==> src/rtl/hilo_muldiv_ctrl.sv <==
// HI/LO register owner: sequences MULT/MULTU (fixed latency), DIV/DIVU (32-cycle
// restoring divider) and MTHI/MTLO, and stalls EX while a busy result is pending.
module hilo_muldiv_ctrl #(
  parameter int unsigned MUL_LAT = 2
) (
  input  logic        clk,
  input  logic        reset,
  input  logic        op_valid,
  input  logic [2:0]  op_type,
  input  logic [31:0] op_a,
  input  logic [31:0] op_b,
  input  logic [1:0]  mfhl_req,
  input  logic        flush,
  output logic        op_ready,
  output logic        stall,
  output logic        done,
  output logic [31:0] hi_out,
  output logic [31:0] lo_out
);

  typedef enum logic [1:0] {S_IDLE, S_MUL, S_DIV} state_t;

  localparam logic [2:0] OP_MULT  = 3'd0;
  localparam logic [2:0] OP_MULTU = 3'd1;
  localparam logic [2:0] OP_DIV   = 3'd2;
  localparam logic [2:0] OP_DIVU  = 3'd3;
  localparam logic [2:0] OP_MTHI  = 3'd4;
  localparam logic [2:0] OP_MTLO  = 3'd5;

  state_t      state_q, state_d;
  logic [4:0]  count_q, count_d;
  logic [31:0] hi_q, hi_d, lo_q, lo_d;
  logic        done_q, done_d;
  logic [63:0] prod_q, prod_d;
  logic [31:0] rem_q, rem_d, quo_q, quo_d, dvs_q, dvs_d, a_raw_q, a_raw_d;
  logic        qneg_q, qneg_d, rneg_q, rneg_d, div0_q, div0_d;

  logic        accept;
  logic        is_signed;
  logic [63:0] a_ext, b_ext;
  logic [31:0] a_mag, b_mag;
  logic [32:0] partial, diff;
  logic        step_ok;
  logic [31:0] rem_nx, quo_nx;

  assign op_ready = (state_q == S_IDLE);
  assign stall    = (state_q != S_IDLE) & (op_valid | (|mfhl_req));
  assign accept   = op_valid & op_ready & ~flush & (op_type <= OP_MTLO);
  assign done     = done_q;
  assign hi_out   = hi_q;
  assign lo_out   = lo_q;

  // Signedness is bit 0 clear for both MULT and DIV encodings.
  assign is_signed = ~op_type[0];
  assign a_ext = is_signed ? {{32{op_a[31]}}, op_a} : {32'd0, op_a};
  assign b_ext = is_signed ? {{32{op_b[31]}}, op_b} : {32'd0, op_b};
  assign a_mag = (is_signed & op_a[31]) ? (32'd0 - op_a) : op_a;
  assign b_mag = (is_signed & op_b[31]) ? (32'd0 - op_b) : op_b;

  // One restoring step: shift the next dividend bit into the remainder, subtract if it fits.
  assign partial = {rem_q, quo_q[31]};
  assign diff    = partial - {1'b0, dvs_q};
  assign step_ok = ~diff[32];
  assign rem_nx  = step_ok ? diff[31:0] : partial[31:0];
  assign quo_nx  = {quo_q[30:0], step_ok};

  always_comb begin
    state_d = state_q;
    count_d = count_q;
    hi_d    = hi_q;
    lo_d    = lo_q;
    done_d  = 1'b0;
    prod_d  = prod_q;
    rem_d   = rem_q;
    quo_d   = quo_q;
    dvs_d   = dvs_q;
    a_raw_d = a_raw_q;
    qneg_d  = qneg_q;
    rneg_d  = rneg_q;
    div0_d  = div0_q;
    case (state_q)
      S_IDLE: begin
        if (accept) begin
          case (op_type)
            OP_MULT, OP_MULTU: begin
              prod_d  = a_ext * b_ext;
              count_d = 5'(MUL_LAT - 1);
              state_d = S_MUL;
            end
            OP_DIV, OP_DIVU: begin
              rem_d   = 32'd0;
              quo_d   = a_mag;
              dvs_d   = b_mag;
              a_raw_d = op_a;
              qneg_d  = is_signed & (op_a[31] ^ op_b[31]);
              rneg_d  = is_signed & op_a[31];
              div0_d  = (op_b == 32'd0);
              count_d = 5'd31;
              state_d = S_DIV;
            end
            OP_MTHI: hi_d = op_a;
            OP_MTLO: lo_d = op_a;
            default: ;
          endcase
        end
      end
      S_MUL: begin
        if (flush) begin
          state_d = S_IDLE;
        end else if (count_q == 5'd0) begin
          hi_d    = prod_q[63:32];
          lo_d    = prod_q[31:0];
          done_d  = 1'b1;
          state_d = S_IDLE;
        end else begin
          count_d = count_q - 5'd1;
        end
      end
      S_DIV: begin
        if (flush) begin
          state_d = S_IDLE;
        end else begin
          rem_d = rem_nx;
          quo_d = quo_nx;
          if (count_q == 5'd0) begin
            if (div0_q) begin
              hi_d = a_raw_q;
              lo_d = 32'hFFFF_FFFF;
            end else begin
              hi_d = rneg_q ? (32'd0 - rem_nx) : rem_nx;
              lo_d = qneg_q ? (32'd0 - quo_nx) : quo_nx;
            end
            done_d  = 1'b1;
            state_d = S_IDLE;
          end else begin
            count_d = count_q - 5'd1;
          end
        end
      end
      default: state_d = S_IDLE;
    endcase
  end

  always_ff @(posedge clk or posedge reset) begin
    if (reset) begin
      state_q <= S_IDLE;
      count_q <= 5'd0;
      hi_q    <= 32'd0;
      lo_q    <= 32'd0;
      done_q  <= 1'b0;
      prod_q  <= 64'd0;
      rem_q   <= 32'd0;
      quo_q   <= 32'd0;
      dvs_q   <= 32'd0;
      a_raw_q <= 32'd0;
      qneg_q  <= 1'b0;
      rneg_q  <= 1'b0;
      div0_q  <= 1'b0;
    end else begin
      state_q <= state_d;
      count_q <= count_d;
      hi_q    <= hi_d;
      lo_q    <= lo_d;
      done_q  <= done_d;
      prod_q  <= prod_d;
      rem_q   <= rem_d;
      quo_q   <= quo_d;
      dvs_q   <= dvs_d;
      a_raw_q <= a_raw_d;
      qneg_q  <= qneg_d;
      rneg_q  <= rneg_d;
      div0_q  <= div0_d;
    end
  end

endmodule

==> config.mk <==
export PLATFORM = sky130hd
export DESIGN_NAME = hilo_muldiv_ctrl
export DESIGN_NICKNAME = d
export VERILOG_FILES = /design/src/rtl/hilo_muldiv_ctrl.sv
export SDC_FILE = /design/constraint.sdc
export NUM_CORES = 2
export LEC_CHECK = 0
export BUFFER_PORTS_ARGS = -buffer_cell sky130_fd_sc_hd__buf_2
export CAP_MARGIN = 20
export CORE_UTILIZATION = 45
export DETAILED_ROUTE_END_ITERATION = 16
export PLACE_DENSITY = 0.71
export SETUP_SLACK_MARGIN = 0.05
export SYNTH_ARGS = -nofsm -noshare
export SYNTH_HDL_FRONTEND = slang
export SYNTH_SLANG_ARGS = --single-unit
==> constraint.sdc <==
create_clock -name clk -period 17.61 [get_ports clk]
set_clock_uncertainty 0.05 [all_clocks]
set_input_delay 3.522 -clock clk [delete_from_list [all_inputs] [get_ports clk]]
set_output_delay 3.522 -clock clk [all_outputs]
set_load 0.01 [all_outputs]
# == Word-level counts from Yosys, hierarchy flattened ==
# Cells that the tools add are included.
# word_totals
input_bits,73
regBits,267
wordCells,115
out_inout_bits,67
# classes
order_cmp,1
eq_ne,19
bitwise_logic,12
reduce_logical,19
addsub,6
mux,44
n_mul,1
# ops
operator,count
32-bit 2-to-1 mux,25
32-bit case mux with 3 select lines,2
64-bit 2-to-1 mux,2
32-bit case mux with 2 select lines,2
1-bit by 32-bit subtractor with 32-bit output (first input constant),4
64-bit by 64-bit multiplier with 64-bit output,1
33-bit by 32-bit subtractor with 33-bit output,1
32-bit zero test,1
5-bit case mux with 2 select lines,2
5-bit 2-to-1 mux,3
7-bit AND reduction,2
2-bit != test (second input constant),6
3-bit AND reduction,3
2-bit by 1-bit != test with 1-bit output (second input constant),4
2-bit case mux with 2 select lines,2
2-bit OR reduction,4
1-bit bitwise AND,7
3-bit by 2-bit == test with 1-bit output (second input constant),2
3-bit == test (second input constant),2
2-bit 2-to-1 mux,3
3-bit by 1-bit != test with 1-bit output (second input constant),2
2-bit nonzero test,3
5-bit zero test,1
5-bit AND reduction,1
13 further kinds,17

# == Logic depth before layout (Yosys ltp) ==
# depth
depth_word,8
mapped_depth,37
depth_no_buf,33

# == Worst setup path before layout ==
# Ideal clock, no wire load.
# synth_path
kind,input -> register
startpoint,in op_a[31]
endpoint,reg prod_q[62]
n_path_buf,5
path_slack_ns,4.854
cell_stages,32
t_required_ns,17.489
t_arrival_ns,12.635
setup_ns,0.071
path_cell_list,clkbuf_1 nor2b_1 clkbuf_1 clkbuf_1 clkbuf_1 nand2_1 fa_1 inv_1 fa_1 fa_1 fa_1 inv_1 fa_1 inv_1 fa_1 fa_1 fa_1 fa_1 inv_1 fa_1 inv_1 ha_1 clkbuf_1 a21oi_1 o21bai_1 a21oi_1 nor2_1 o21ai_0 nand2b_1 a221o_1 or3_1 nand3_1
# synth_via
elab_chain_cells,2
# synth_lines
item,line,rtl
start: declaration,10,"input logic [31:0] op_a,"
64-bit 2-to-1 mux,55,"assign a_ext = is_signed ? {{32{op_a[31]}}, op_a} : {32'd0, op_a};"
64-bit by 64-bit multiplier with 64-bit output,86,prod_d = a_ext * b_ext;
end signal: assignment,165,prod_q <= prod_d;
end: declaration,34,"logic [63:0] prod_q, prod_d;"
# Every way passes these cells.
# A chain may end at the register's enable or synchronous reset.

# == Final worst setup path ==
# layout_path
startpoint,in op_type[0]
endpoint,reg prod_q[63]
# layout_via
elab_chain_cells,3
elab_cells_between_ends,9
cone_classes,mul (1); order compare (1); eq/ne (1); mux (2); bitwise (1); reduce/logical (3)
# layout_lines
item,line,rtl
start: declaration,9,"input logic [2:0] op_type,"
"parallel branches: the longest is 3 deep, another holds 64-bit by 64-bit multiplier with 64-bit output",--,
# Parallel ways; which one is timed is not known.

==> results by group <==
Timing
  • Hold Vio Cnt, Final: 0
  • Setup TNS: 0 ns
  • Final worst-path cycle share: 74.3%
  • Final min period: 13.09 ns
  • Final setup viols: 0
  • Final hold slack: 0.422 ns
  • Worst slew margin relative to its limit: 15.7%
  • RSZ-0062 raised after global routing: no
  • Worst-Margin Slew: 1.25 ns
  • Slew Limit Fails: 0
  • Max Clock Freq: 76.4 MHz

Place
  • Placed Cells: 8904
  • HPWL Detailed: 155 mm
  • # port buffers: 139
  • Routability cong.: 1.03

Detailed routing
  • Vias: 49100
  • Initial DRC Count: 4437
  • WL/cell: 22.1 µm
  • Via density: 5.48
  • Post-route ant nets: 0
  • Final wirelength: 198 mm
  • Initial DRT Pass Iterations: 12
  • DRC: 0

Floorplan
  • Die Y: 381 µm
  • Core area: 142000 µm²
  • Die area: 145000 µm²
  • I/O pin count: 140
  • Core Rows: 138
  • Die width: 381 µm
  • Initial cell density of the core: 45.5%

Critical path
  • CP max FO: 48
  • CP endpoint kind: flip-flop
  • WP data required: 18.02 ns
  • Kind of start point of the critical path: primary input
  • Worst Path Arrival: 13.50 ns
  • Type of the worst setup path: primary input to flip-flop

Yosys
  • Dominant synthesized flop cell: dfrtp_1
  • Yosys cell types: 88
  • Syn Area/Cell: 8.97 µm²
  • Area of the mapped netlist: 64600 µm²
  • Seq/Total Area, Yosys: 10.3%
  • Synthesized instance count: 7206
  • Post-synth EDFFs: 0
  • Synth warnings: 0
  • Seq cells post-synth: 267
  • Ys async rst share: 100%
  • Syn Nets: 9046

Run
  • Max-Cap Viols: 0

Layout
  • Area growth syn-to-layout: 4.81%
  • Sequential Area: 6680 µm²
  • Layout cells sized above 1: 4.59%
  • Final nets: 8884
  • Commonest non-fill, non-tap cell in the layout: inv_1
  • Footprint of the multi-input gates: 50400 µm²
  • Commonest cells after routing, fill and taps aside: inv_1, fa_1, nand2_1
  • Fillers: 13400
  • Non-filler cells, final: 8958

Clock tree
  • CTS Root Cell: clkbuf_16
  • Skew-Pair Late Insertion Delay: 0.58 ns
  • Worst-path clk slew: 0.07 ns
  • Post-CTS sizing: 0
  • H-tree depth: 1
  • Postcts setup bufs: 0
  • Clock buffer count from CTS: 27
  • CTS tree: yes
  • CTS Hold Bufs: 0
  • Clk sink count: 267
  • Maximum clock insertion buffer count: 3

Run status
  • Outcome: finished clean

GRT
  • Met3 Track Usage GR: 4.05%
  • Gr usage total: 27.7%
  • Initial antenna violation count: 13
  • Largest net degree at the start of global routing: 129
  • Vias in the first global route: 52000
  • Met2 Use GR: 45.2%
  • First-pass GRT wire length: 309 mm
  • Grt peak-use layer: met2
  • GRT Residual Overflow: 0
  • Met1 Use GR: 36.9%

Min path
  • Min-Delay Path Class: flip-flop to flip-flop
## per-stage QoR
step	instance area, µm²	util, %	setup slack, ns
2_1_floorplan	64600	-	4.85
3_3_place_gp	66800	47.0	4.20
3_5_place_dp	66800	47.0	4.02
4_1_cts	67700	47.7	4.59
5_1_grt	67700	47.7	4.18
6_report	67800	47.7	4.52
## critical path, cell delays in order
cell and delay, ns:
buf_2 0.23, nor2b_4 0.14, buf_4 0.55, nand2_1 0.28, fa_1 0.74, inv_1 0.14
fa_1 0.52, fa_1 1.09, fa_1 0.58, fa_1 0.50, fa_1 0.54, fa_1 0.44
fa_1 0.50, fa_1 0.49, inv_1 0.05, fa_1 0.49, inv_1 0.04, ha_1 0.37
and3_1 0.22, nand2_1 0.07, nor4_1 0.54, nand3b_1 0.16, nor2b_1 0.17, o21ai_0 0.44
o211ai_1 0.19, and3_1 0.21, o31ai_1 0.20
## synthesized netlist by cell type, types with 7 or more instances
cell | instances | area, µm²
or4_1 | 8 | 60.1
mux2i_1 | 23 | 230
nand2_1 | 981 | 3680
dfrtp_1 | 267 | 6680
xnor2_1 | 165 | 1450
clkbuf_1 | 364 | 1370
fa_1 | 1416 | 28300
or2_2 | 9 | 56.3
a211oi_1 | 11 | 82.6
nand3_1 | 36 | 180
o21a_1 | 13 | 97.6
nor2b_1 | 18 | 113
a21o_1 | 86 | 646
ha_1 | 351 | 4390
a21oi_1 | 184 | 921
a211o_1 | 10 | 87.6
a311oi_1 | 29 | 254
nor4_1 | 8 | 50.1
or3_1 | 26 | 163
and2_1 | 584 | 3650
o21bai_1 | 13 | 97.6
nand2b_1 | 21 | 131
o21ai_0 | 282 | 1410
nand3b_1 | 12 | 90.1
inv_1 | 1607 | 6030
o211ai_1 | 12 | 90.1
o41ai_1 | 19 | 166
nor3_1 | 42 | 210
and3_1 | 19 | 119
a221oi_1 | 28 | 245
a31oi_1 | 24 | 150
buf_1 | 32 | 120
xor2_1 | 89 | 780
nor2_1 | 206 | 773
buf_2 | 15 | 75.1
a22o_1 | 7 | 61.3
nand4_1 | 21 | 131
o31ai_1 | 55 | 413
## cell type report
class / count / area share (%)
multi-input combinational: 4918 / 74.4
timing repair buffer: 221 / 1.96
clock inverter: 16 / 0.216
clock buffer: 33 / 1.10
tap: 1890 / 3.49
inverter: 1609 / 8.93
antenna: 4 / 0.0148
sequential: 267 / 9.86
## cell families (layout without fill, tap and decap cells)
kind of cell,after synthesis,after routing,synth area share (%)
mux,29,29,0.461
simple gates,2018,2018,14.9
flops,267,267,10.3
other cells,0,4,0
fa+ha+maj,1771,1771,50.7
buf+inv,2021,1879,11.8
compound gates,846,846,8.35
xor+xnor,254,254,3.44
## sequential cells by signal, indices dropped and copies added (netlist names)
signal,flops
a_raw_q,32
rem_q,32
prod_q,64
rneg_q,1
lo_out,32
div0_q,1
done,1
qneg_q,1
count_q,5
state_q,2
quo_q,32
hi_out,32
dvs_q,32
## routing by layer
metal / vias to the layer above / share of wire [%] / wire length [µm]
met3: 431 / 7.9 / 15700
met1: 25300 / 41 / 80600
met4: 8 / 5.2 / 10300
met5: - / 0.023 / 46
li1: 21300 / - / -
met2: 2095 / 46 / 91000
## final timing paths
path	from	end	slack, ns	cells after the start
min	hi_out[4]	hi_out[4]	0.42	2
min reg2reg	hi_out[4]	hi_out[4]	0.42	2
max reg2reg	quo_q[31]	hi_out[28]	11.17	22
min in group asynchronous	reset	lo_out[30]	3.12	2
max	op_type[0]	prod_q[63]	4.52	27
max in group asynchronous	reset	count_q[1]	12.73	3
Power is left out: the tool's default activity adds up to more than one toggle a clock period on the data nets, which glitch-free logic cannot reach.
